### src/rtl/mc_ctrl_pkg.sv
// mc_ctrl_pkg: shared constants and types for the mipslite multi-cycle
// controller.
//   - ALU_CONTROL_LENGTH / ALU_CONTROL_*: ALU operation encodings driven on alu_cont
//   - OP_* / FUNCT_*   : opcode (IR[31:26]) and funct (IR[5:0]) values decoded
//   - ALUSRCB_*        : ALU B-input mux selects
//   - PCSRC_*          : PC source mux selects
//   - icls_e / classify: instruction class used by the DECODE dispatch
//   - alu_phase_e      : datapath phase handed to the ALU-control decoder
//   - ctrl_out_t       : registered per-state control word of the FSM
package mc_ctrl_pkg;

    localparam int ALU_CONTROL_LENGTH = 4;

    localparam logic [ALU_CONTROL_LENGTH-1:0] ALU_CONTROL_ADD  = 4'd0;
    localparam logic [ALU_CONTROL_LENGTH-1:0] ALU_CONTROL_ADDU = 4'd1;
    localparam logic [ALU_CONTROL_LENGTH-1:0] ALU_CONTROL_SUB  = 4'd2;
    localparam logic [ALU_CONTROL_LENGTH-1:0] ALU_CONTROL_SUBU = 4'd3;
    localparam logic [ALU_CONTROL_LENGTH-1:0] ALU_CONTROL_AND  = 4'd4;
    localparam logic [ALU_CONTROL_LENGTH-1:0] ALU_CONTROL_OR   = 4'd5;
    localparam logic [ALU_CONTROL_LENGTH-1:0] ALU_CONTROL_ORI  = 4'd6;
    localparam logic [ALU_CONTROL_LENGTH-1:0] ALU_CONTROL_SLT  = 4'd7;

    localparam logic [5:0] OP_RTYPE = 6'b000000;
    localparam logic [5:0] OP_LW    = 6'b100011;
    localparam logic [5:0] OP_SW    = 6'b101011;
    localparam logic [5:0] OP_ORI   = 6'b001101;
    localparam logic [5:0] OP_ADDI  = 6'b001000;
    localparam logic [5:0] OP_BEQ   = 6'b000100;
    localparam logic [5:0] OP_J     = 6'b000010;

    localparam logic [5:0] FUNCT_ADDU = 6'b100001;
    localparam logic [5:0] FUNCT_SUBU = 6'b100011;

    localparam logic [1:0] ALUSRCB_REG   = 2'b00;
    localparam logic [1:0] ALUSRCB_FOUR  = 2'b01;
    localparam logic [1:0] ALUSRCB_IMM   = 2'b10;
    localparam logic [1:0] ALUSRCB_BROFF = 2'b11;

    localparam logic [1:0] PCSRC_ALU    = 2'b00;
    localparam logic [1:0] PCSRC_ALUOUT = 2'b01;
    localparam logic [1:0] PCSRC_JUMP   = 2'b10;

    typedef enum logic [2:0] {
        ICLS_R,
        ICLS_MEM,
        ICLS_I,
        ICLS_BEQ,
        ICLS_J,
        ICLS_BAD
    } icls_e;

    typedef enum logic [2:0] {
        ALUPH_IDLE,
        ALUPH_FETCH,
        ALUPH_DECODE,
        ALUPH_ADDR,
        ALUPH_EXEC_R,
        ALUPH_EXEC_I,
        ALUPH_BRANCH
    } alu_phase_e;

    // Moore part of the control word. fetch/branch/jump are not strobes on
    // their own: the top qualifies them with mem_ready / zero to form
    // ir_write and pc_en.
    typedef struct packed {
        logic       fetch;
        logic       branch;
        logic       jump;
        logic       iord;
        logic       mem_read;
        logic       mem_write;
        logic       reg_dst;
        logic       mem_to_reg;
        logic       reg_write;
        logic       alu_src_a;
        logic [1:0] alu_src_b;
        logic [1:0] pc_src;
        logic       trap;
    } ctrl_out_t;

    // R-type is only legal for addu/subu; every other funct is unsupported.
    function automatic icls_e classify(input logic [5:0] op, input logic [5:0] funct);
        icls_e c;
        c = ICLS_BAD;
        case (op)
            OP_RTYPE: if (funct == FUNCT_ADDU || funct == FUNCT_SUBU) c = ICLS_R;
            OP_LW,
            OP_SW:    c = ICLS_MEM;
            OP_ORI,
            OP_ADDI:  c = ICLS_I;
            OP_BEQ:   c = ICLS_BEQ;
            OP_J:     c = ICLS_J;
            default:  c = ICLS_BAD;
        endcase
        return c;
    endfunction

endpackage

### src/rtl/mc_alu_dec.sv
// mc_alu_dec: combinational ALU-control decoder for the multi-cycle core.
// Ports:
//   i_phase    - datapath phase of the controller FSM
//   i_op       - IR[31:26]
//   i_funct    - IR[5:0]
//   o_alu_cont - ALU operation (ALU_CONTROL_ADDU when the phase needs nothing)
//   o_ext_op   - immediate extension: 1 sign, 0 zero
module mc_alu_dec
    import mc_ctrl_pkg::*;
#(
    parameter int OP_W = 6
) (
    input  alu_phase_e                    i_phase,
    input  logic [OP_W-1:0]               i_op,
    input  logic [OP_W-1:0]               i_funct,
    output logic [ALU_CONTROL_LENGTH-1:0] o_alu_cont,
    output logic                          o_ext_op
);

    always_comb begin
        o_alu_cont = ALU_CONTROL_ADDU;
        o_ext_op   = 1'b0;
        case (i_phase)
            ALUPH_DECODE: o_alu_cont = ALU_CONTROL_ADD;
            ALUPH_ADDR: begin
                o_alu_cont = ALU_CONTROL_ADD;
                o_ext_op   = 1'b1;
            end
            ALUPH_EXEC_R: begin
                if (i_funct == FUNCT_SUBU) o_alu_cont = ALU_CONTROL_SUBU;
                else                       o_alu_cont = ALU_CONTROL_ADDU;
            end
            ALUPH_EXEC_I: begin
                // ori zero-extends its immediate; addi sign-extends.
                if (i_op == OP_ORI) begin
                    o_alu_cont = ALU_CONTROL_ORI;
                    o_ext_op   = 1'b0;
                end else begin
                    o_alu_cont = ALU_CONTROL_ADD;
                    o_ext_op   = 1'b1;
                end
            end
            ALUPH_BRANCH: o_alu_cont = ALU_CONTROL_SUBU;
            default: begin
                o_alu_cont = ALU_CONTROL_ADDU;
                o_ext_op   = 1'b0;
            end
        endcase
    end

endmodule

### src/rtl/mc_ctrl.sv
// mc_ctrl: multi-cycle main controller of the mipslite core. Sequences the
// shared ALU, register file, PC and unified memory through
// fetch/decode/execute/memory/writeback.
// Optional feature macro: MC_CTRL_TRAP_EN. When defined an unsupported
// instruction parks the FSM in TRAP (illegal=1, no strobes) until reset;
// otherwise illegal pulses during DECODE and the instruction acts as a NOP.
// Ports:
//   clk, rst_n            - clock, asynchronous active-low reset
//   op, funct             - IR[31:26], IR[5:0]
//   zero                  - ALU zero flag (branch decision)
//   mem_ready             - memory completes the current read/write this cycle
//   pc_en, ir_write       - PC / IR load enables
//   iord                  - memory address: 0 PC, 1 ALUOut
//   mem_read, mem_write   - memory requests
//   reg_dst, mem_to_reg   - writeback register / data selects
//   reg_write             - register file write
//   alu_src_a, alu_src_b  - ALU input selects
//   ext_op                - immediate extension: 1 sign, 0 zero
//   pc_src                - PC source select
//   alu_cont              - ALU operation
//   illegal               - unsupported instruction detected
//   state                 - current FSM state (debug)
//
// Memory handshake: mem_read / mem_write is a request that stays high from
// the first cycle of FETCH/MEMRD/MEMWR until the cycle in which mem_ready is
// 1; that cycle completes the transfer and the FSM moves on at the next edge.
// mem_ready is ignored whenever no request is asserted.
module mc_ctrl
    import mc_ctrl_pkg::*;
#(
    parameter int STATE_W = 4,
    parameter int OP_W    = 6
) (
    input  logic                          clk,
    input  logic                          rst_n,
    input  logic [OP_W-1:0]               op,
    input  logic [OP_W-1:0]               funct,
    input  logic                          zero,
    input  logic                          mem_ready,
    output logic                          pc_en,
    output logic                          iord,
    output logic                          mem_read,
    output logic                          mem_write,
    output logic                          ir_write,
    output logic                          reg_dst,
    output logic                          mem_to_reg,
    output logic                          reg_write,
    output logic                          alu_src_a,
    output logic [1:0]                    alu_src_b,
    output logic                          ext_op,
    output logic [1:0]                    pc_src,
    output logic [ALU_CONTROL_LENGTH-1:0] alu_cont,
    output logic                          illegal,
    output logic [STATE_W-1:0]            state
);

    typedef enum logic [STATE_W-1:0] {
        S_FETCH,
        S_DECODE,
        S_MEMADR,
        S_MEMRD,
        S_MEMWB,
        S_MEMWR,
        S_EXEC_R,
        S_RTYPE_WB,
        S_EXEC_I,
        S_ITYPE_WB,
        S_BRANCH,
        S_JUMP,
        S_TRAP
    } state_e;

    state_e     r_state;
    state_e     w_next;
    ctrl_out_t  r_out;
    logic       r_is_sw;
    icls_e      w_cls;
    alu_phase_e w_phase;

    // Control word of a state, loaded together with the state itself so the
    // outputs come straight from flops.
    function automatic ctrl_out_t moore_out(input state_e s);
        ctrl_out_t o;
        o = '0;
        case (s)
            S_FETCH: begin
                o.fetch     = 1'b1;
                o.mem_read  = 1'b1;
                o.alu_src_b = ALUSRCB_FOUR;
                o.pc_src    = PCSRC_ALU;
            end
            S_DECODE:   o.alu_src_b = ALUSRCB_BROFF;
            S_MEMADR: begin
                o.alu_src_a = 1'b1;
                o.alu_src_b = ALUSRCB_IMM;
            end
            S_MEMRD: begin
                o.mem_read = 1'b1;
                o.iord     = 1'b1;
            end
            S_MEMWB: begin
                o.reg_write  = 1'b1;
                o.mem_to_reg = 1'b1;
            end
            S_MEMWR: begin
                o.mem_write = 1'b1;
                o.iord      = 1'b1;
            end
            S_EXEC_R: begin
                o.alu_src_a = 1'b1;
                o.alu_src_b = ALUSRCB_REG;
            end
            S_RTYPE_WB: begin
                o.reg_write = 1'b1;
                o.reg_dst   = 1'b1;
            end
            S_EXEC_I: begin
                o.alu_src_a = 1'b1;
                o.alu_src_b = ALUSRCB_IMM;
            end
            S_ITYPE_WB: o.reg_write = 1'b1;
            S_BRANCH: begin
                o.branch    = 1'b1;
                o.alu_src_a = 1'b1;
                o.alu_src_b = ALUSRCB_REG;
                o.pc_src    = PCSRC_ALUOUT;
            end
            S_JUMP: begin
                o.jump   = 1'b1;
                o.pc_src = PCSRC_JUMP;
            end
            S_TRAP:  o.trap = 1'b1;
            default: o = '0;
        endcase
        return o;
    endfunction

    assign w_cls = classify(op, funct);

    always_comb begin
        w_next = r_state;
        case (r_state)
            // r_out.fetch is 0 for the first cycle after reset release, so
            // that edge is always spent in FETCH without completing a read.
            S_FETCH:  if (r_out.fetch && mem_ready) w_next = S_DECODE;
            S_DECODE: begin
                case (w_cls)
                    ICLS_R:   w_next = S_EXEC_R;
                    ICLS_MEM: w_next = S_MEMADR;
                    ICLS_I:   w_next = S_EXEC_I;
                    ICLS_BEQ: w_next = S_BRANCH;
                    ICLS_J:   w_next = S_JUMP;
`ifdef MC_CTRL_TRAP_EN
                    default:  w_next = S_TRAP;
`else
                    default:  w_next = S_FETCH;
`endif
                endcase
            end
            S_MEMADR:   w_next = r_is_sw ? S_MEMWR : S_MEMRD;
            S_MEMRD:    if (mem_ready) w_next = S_MEMWB;
            S_MEMWB:    w_next = S_FETCH;
            S_MEMWR:    if (mem_ready) w_next = S_FETCH;
            S_EXEC_R:   w_next = S_RTYPE_WB;
            S_RTYPE_WB: w_next = S_FETCH;
            S_EXEC_I:   w_next = S_ITYPE_WB;
            S_ITYPE_WB: w_next = S_FETCH;
            S_BRANCH:   w_next = S_FETCH;
            S_JUMP:     w_next = S_FETCH;
`ifdef MC_CTRL_TRAP_EN
            S_TRAP:     w_next = S_TRAP;
`else
            S_TRAP:     w_next = S_FETCH;
`endif
            default:    w_next = S_FETCH;
        endcase
    end

    always_ff @(posedge clk or negedge rst_n) begin
        if (!rst_n) begin
            r_state <= S_FETCH;
            r_out   <= '0;
            r_is_sw <= 1'b0;
        end else begin
            r_state <= w_next;
            r_out   <= moore_out(w_next);
            // Remember lw/sw while the opcode is being decoded so MEMADR
            // does not look at op again.
            if (r_state == S_DECODE) r_is_sw <= (op == OP_SW);
        end
    end

    always_comb begin
        w_phase = ALUPH_IDLE;
        case (r_state)
            S_FETCH:  w_phase = ALUPH_FETCH;
            S_DECODE: w_phase = ALUPH_DECODE;
            S_MEMADR: w_phase = ALUPH_ADDR;
            S_EXEC_R: w_phase = ALUPH_EXEC_R;
            S_EXEC_I: w_phase = ALUPH_EXEC_I;
            S_BRANCH: w_phase = ALUPH_BRANCH;
            default:  w_phase = ALUPH_IDLE;
        endcase
    end

    mc_alu_dec #(
        .OP_W(OP_W)
    ) u_alu_dec (
        .i_phase   (w_phase),
        .i_op      (op),
        .i_funct   (funct),
        .o_alu_cont(alu_cont),
        .o_ext_op  (ext_op)
    );

    // IR and PC loads complete only in the cycle memory answers the fetch;
    // a taken beq is decided by the live zero flag of the compare.
    assign ir_write   = r_out.fetch & mem_ready;
    assign pc_en      = (r_out.fetch & mem_ready) | (r_out.branch & zero) | r_out.jump;
    assign iord       = r_out.iord;
    assign mem_read   = r_out.mem_read;
    assign mem_write  = r_out.mem_write;
    assign reg_dst    = r_out.reg_dst;
    assign mem_to_reg = r_out.mem_to_reg;
    assign reg_write  = r_out.reg_write;
    assign alu_src_a  = r_out.alu_src_a;
    assign alu_src_b  = r_out.alu_src_b;
    assign pc_src     = r_out.pc_src;
    // IR is only valid from DECODE on, so the illegal flag of the DECODE
    // cycle is decoded live from op/funct.
    assign illegal    = r_out.trap | ((r_state == S_DECODE) && (w_cls == ICLS_BAD));
    assign state      = r_state;

endmodule

### config.mk
export PLATFORM = sky130hd
export DESIGN_NAME = mc_ctrl
export DESIGN_NICKNAME = d
export VERILOG_FILES = /design/src/rtl/mc_ctrl_pkg.sv /design/src/rtl/mc_alu_dec.sv /design/src/rtl/mc_ctrl.sv
export SDC_FILE = /design/constraint.sdc
export NUM_CORES = 1
export LEC_CHECK = 0
export CAP_MARGIN = 5
export CORE_UTILIZATION = 49
export CTS_BUF_LIST = sky130_fd_sc_hd__clkbuf_16
export CTS_CLUSTER_SIZE = 30
export DETAILED_ROUTE_END_ITERATION = 8
export PLACE_DENSITY = 0.89
export REMOVE_ABC_BUFFERS = 1
export SYNTH_ARGS = -nofsm -noshare
export SYNTH_HDL_FRONTEND = slang
export SYNTH_SLANG_ARGS = --single-unit
### constraint.sdc
create_clock -name clk -period 6 [get_ports clk]
set_clock_uncertainty 0.2 [all_clocks]
set_input_delay 0.6 -clock clk [delete_from_list [all_inputs] [get_ports clk]]
set_output_delay 0.6 -clock clk [all_outputs]
set_load 0.02 [all_outputs]
After elaboration in Yosys (flattened, before gate mapping)

Cells that the tools add are included.

Reduce and logical (&&, ||, !) cells: 15
Bitwise gates (word level): 5
Equal/unequal tests: 37
Mux-type cells: 27

Operators with widths:

| kind                 | count |
|---|---|
| $eq A4 B4 Y1 const B | 7 |
| $pmux W4 S7          | 1 |
| $eq A4 B3 Y1 const B | 6 |
| $eq A6 B6 Y1 const B | 4 |
| $pmux W4 S5          | 1 |
| $pmux W3 S6          | 1 |
| $eq A4 B2 Y1 const B | 4 |
| $pmux W4 S4          | 1 |
| $eq A3 B3 Y1 const B | 5 |
| $pmux W3 S5          | 1 |
| $eq A3 B2 Y1 const B | 4 |
| $eq A6 B4 Y1 const B | 2 |
| $mux W1              | 12 |
| $mux W4              | 3 |
| $reduce_or A2 Y1     | 6 |
| $mux W3              | 3 |
| $eq A4 B1 Y1 const B | 2 |
| $logic_not A4 Y1     | 2 |
| $eq A6 B2 Y1 const B | 1 |
| $eq A6 B3 Y1 const B | 1 |
| $logic_not A6 Y1     | 1 |
| $pmux W2 S3          | 1 |
| $pmux W2 S2          | 1 |
| $reduce_or A4 Y1     | 1 |
| other kinds (9)      | 13 |

Output and inout port bits: 23
Logic and storage cells: 99
Flip-flop bits (word level): 20
Input port bits: 16

Logic depth before layout (Yosys ltp)

Word-level depth: 10
Mapped depth: 6
Gate-level depth less buffers: 5

Modules after synthesis

A second synthesis with hierarchy kept.

Cells, all modules: 134
Area, all modules: 1283.7 µm²

Modules (own cells, without submodules):

| module     | area an instance (µm²) | seq. area each (µm²) | cells each | times used |
|---|---|---|---|---|
| mc_ctrl    | 1162.4                 | 475.5                | 118        | 1 |
| mc_alu_dec | 121.4                  | 0.0                  | 16         | 1 |

Least setup slack after synthesis

Ideal clock, no wire load.

Path kind: input to output
Start: input port op[2]
End: output port illegal
Buffers on the path: 1
Required time: 5200 ps
Stages: 6
Arrival time: 1905 ps
Path slack: 3295 ps
Cell sequence: buf_4 > maj3_2 > or3_4 > a21oi_4 > o21ai_1 > a21o_1

Longest elaborated chain between the ends: 6

RTL lines:

| item                                                | line              | source |
|---|---|---|
| from (decl)                                         | mc_ctrl.sv:36     | `input logic [OP_W-1:0] op,` |
| $eq A6 B4 Y1 / $eq A6 B6 Y1 (equally long branches) | mc_ctrl_pkg.sv:85 | `case (op)` |
| $reduce_or A2 Y1                                    | mc_ctrl_pkg.sv:85 |  |
| $pmux W3 S5 *                                       | mc_ctrl_pkg.sv:85 |  |
| $eq A3 B3 Y1 *                                      | mc_ctrl.sv:231    | `assign illegal = r_out.trap \| ((r_state == S_DECODE) && (w_cls == ICLS_BAD));` |
| $logic_and A1 B1 Y1 *                               | mc_ctrl.sv:231    |  |
| $or A1 B1 Y1 *                                      | mc_ctrl.sv:231    |  |
| to (decl)                                           | mc_ctrl.sv:53     | `output logic illegal,` |

Mark *: on every way between the ends. The rest lies on a longest branch, timed or not.

Final worst setup path

Start: input port op[3]
End: output port illegal

The elaborated chain is that of the path after synthesis.

==> results.md <==
- Largest net degree at the start of global routing: 20
- Hold Path Class: reg -> reg
- Total die area: 2611 um2
- Clock Pin Slew Worst Setup and Hold Paths: roughly 0.05 ns
- Vias/cell: 5.648
- # H-tree levels: 1
- Iter 0 DRT Violations: 9
- Critical path startpoint category: input port
- Synth Flop Type: dfrtp_1
- Initial antenna violation count: 0
- Top-area cell type share of the netlist area: 0.4025
- Layout cell share with drive strength beyond 1: 0.1104
- # IOs: 39
- Post-route DRC: 0
- Final Net Count: 171
- Post-CTS setup buffers: 0
- Leakage: approximately 0.64 nW
- Cts repair resizes: 0
- Crit path max-delay family: buffers and inverters
- Most frequent cells in the layout: clkdlybuf4s50_1 (37), dfrtp_1 (19), nand2_1 (12)
- First-pass GRT wire length: 4264 um
- Arrival @ worst endpoint: 2.92 ns
- Hpwl dp: 1873 um
- # port buffers: 37
- Most common cell after layout, fill and taps aside: clkdlybuf4s50_1
- Clock root buffer: clkbuf_16
- Area Overhead vs Synth: 34.53%
- DR WL/cell: 13.87 um
- Core Area: 2233 um2
- Routability Congestion: 0.8343
- Sequential fraction of the synthesis area: 0.4025
- MaxCap Viol Count: 0
- Via count: 1028
- Fill count: 161
- Ys Warns: 0
- GRT overflow: 0
- Synth area leaders: dfrtp_1 (40%), buf_4 (4.4%), nand2_1 (3.8%), nor2b_1 (3.7%), o21ai_0 (3.0%)
- Placed Area: 1506 um2
- Rel. slew slack: 0.4493
- FP Rows: 17
- Die Wd: approximately 51 um
- CP most frequent cell: clkdlybuf4s50_1
- DIE HEIGHT: a little over 50 um
- CTS tree: built
- Post-Syn Area: between 1000 and 1500 um2
- TNS Setup: 0 ns
- CTS Hold Buffers Added: 0
- Routed Antenna Nets: 0
- Met2 Use GR: 0.3772
- Global routing usage on met1: 0.2648
- Critical path data required time: 5.20 ns
- Synth Instances: 125
- Critical path's slowest cell: clkdlybuf4s50_1
- CP bufs+invs: 2
- Final slew viol count: 0
- Critical-path cell list: clkdlybuf4s50_1, maj3_2, or3_4, a21oi_4, o21ai_1, a21o_1, clkdlybuf4s50_1
- Slowest stage delay, CP: 0.59 ns
- Slew @ Worst Pin: 0.8234 ns
- Hold Slack: 0.3072 ns
- Outcome: completed
- Final min period: 3.724 ns
- Fin crit share: 0.6206
- GRT met3 Usage: 0.03869
- CTS max path bufs: 2
- Tot GR Track Use: 0.2197
- Latest clock arrival within the worst-skew pair: 0.25 ns
- #FFs+latches synth: 19
- Total clock sinks: 19
- Starting Density: 0.5289
- CP Class: in -> out
- Drt pass-1 iters: 8
- CTS Buf Count: 3
- # diodes: 0
- Final Cell Area: about 1600 um2
- Max frequency: 268.6 MHz
- Final hold vios: 0
- Busiest grt layer: met2
- Crit path max fanout: 9
- Post-synth EDFFs: 0
- Asr flop ratio synth: 1.000
- PD cells: 392.5 nW/um2
- Vias in the first global route: between 900 and 1000
- Setup-failing EPs final: 0
- Total wire length: 2525 um
- Crit. End Element: primary output
- Unrepaired setup endpoints after global routing: false
- Synth area leader: dfrtp_1
- Maximum vdd drop: 0.0002782 V
- Synth cell types: 47
- Average cell area after synthesis: 9.449 um2
- R2r setup slk: 3.82 ns
-- worst register-to-register path, delay by kind of cell, from the launching register on --
family / cells / cell delay [ns]
AO/OA/AOI/OAI: 3 / 0.48
flip-flops: 1 / 0.50
AND/OR/NAND/NOR: 2 / 0.87
-- cells by family after synthesis --
logic type | share of synthesized area
AOI/OAI and AO/OA | 0.2023
xor gates and xnor gates | 0.007417
adders and majority gates | 0.009533
buffers and inverters | 0.07732
DFF | 0.4025
other | 0.003175
and+or+nand+nor | 0.2977
-- layout make-up --
class | count | area [um2] | area share
inverter | 2 | 7.507 | 0.004724
sequential | 19 | 475.5 | 0.2992
clock inverter | 1 | 7.507 | 0.004724
timing repair buffer | 37 | 370.4 | 0.2331
clock buffer | 3 | 75.07 | 0.04724
tap | 28 | 35.03 | 0.02205
multi-input combinational | 92 | 618.1 | 0.3890
-- per-stage QoR --
step / utilization / total power, W / setup WS [ns] / std cells
floorplan: - / 0.0003627 / 3.444 / 113
global placement: 0.6745 / 0.0004790 / 2.311 / 178
detailed placement: 0.6745 / 0.0004852 / 2.278 / 178
CTS: 0.7115 / 0.0006260 / 2.270 / 182
global route: 0.7115 / 0.0006614 / 2.190 / 182
finish: 0.7115 / 0.0006238 / 2.277 / 182
-- Yosys cell counts, types with 2 or more instances --
| master | n |
|---|---|
| dfrtp_1 | 19 |
| nand2_1 | 12 |
| nor2_1 | 9 |
| buf_4 | 7 |
| nor2b_1 | 7 |
| o21ai_0 | 7 |
| a21oi_1 | 4 |
| clkbuf_1 | 4 |
| o21ai_1 | 4 |
| nor3_1 | 3 |
| nor3b_1 | 3 |
| o22ai_1 | 3 |
| a21bo_2 | 2 |
| a21o_1 | 2 |
| and2_1 | 2 |
| and3b_1 | 2 |
| inv_1 | 2 |
| nand2b_1 | 2 |
| nand3_1 | 2 |
| nor3b_2 | 2 |
-- final timing paths --
| check | depth (start not counted) | to | start |
|---|---|---|---|
| setup reg to reg | 5 | alu_src_b[1] | state[3] |
| hold / removal | 2 | r_is_sw | r_is_sw |
| min in group asynchronous | 1 | r_is_sw | rst_n |
| max in group asynchronous | 1 | mem_write | rst_n |
| hold reg to reg | 2 | r_is_sw | r_is_sw |
| setup / recovery | 7 | illegal | op[3] |
-- power by group --
group	switching (W)	internal [W]
Combinational	0.000158	0.000141
Sequential	0.0000311	0.000157
Clock	0.0000473	0.0000900
Total	0.000236	0.000387
-- per-layer routing --
metal / routed length, um / share of wire
met4: 38 / 0.015
met1: 1068 / 0.42
met5: 0 / 0
met2: 1298 / 0.51
met3: 120 / 0.048
Power figures use the tool's default switching activity.
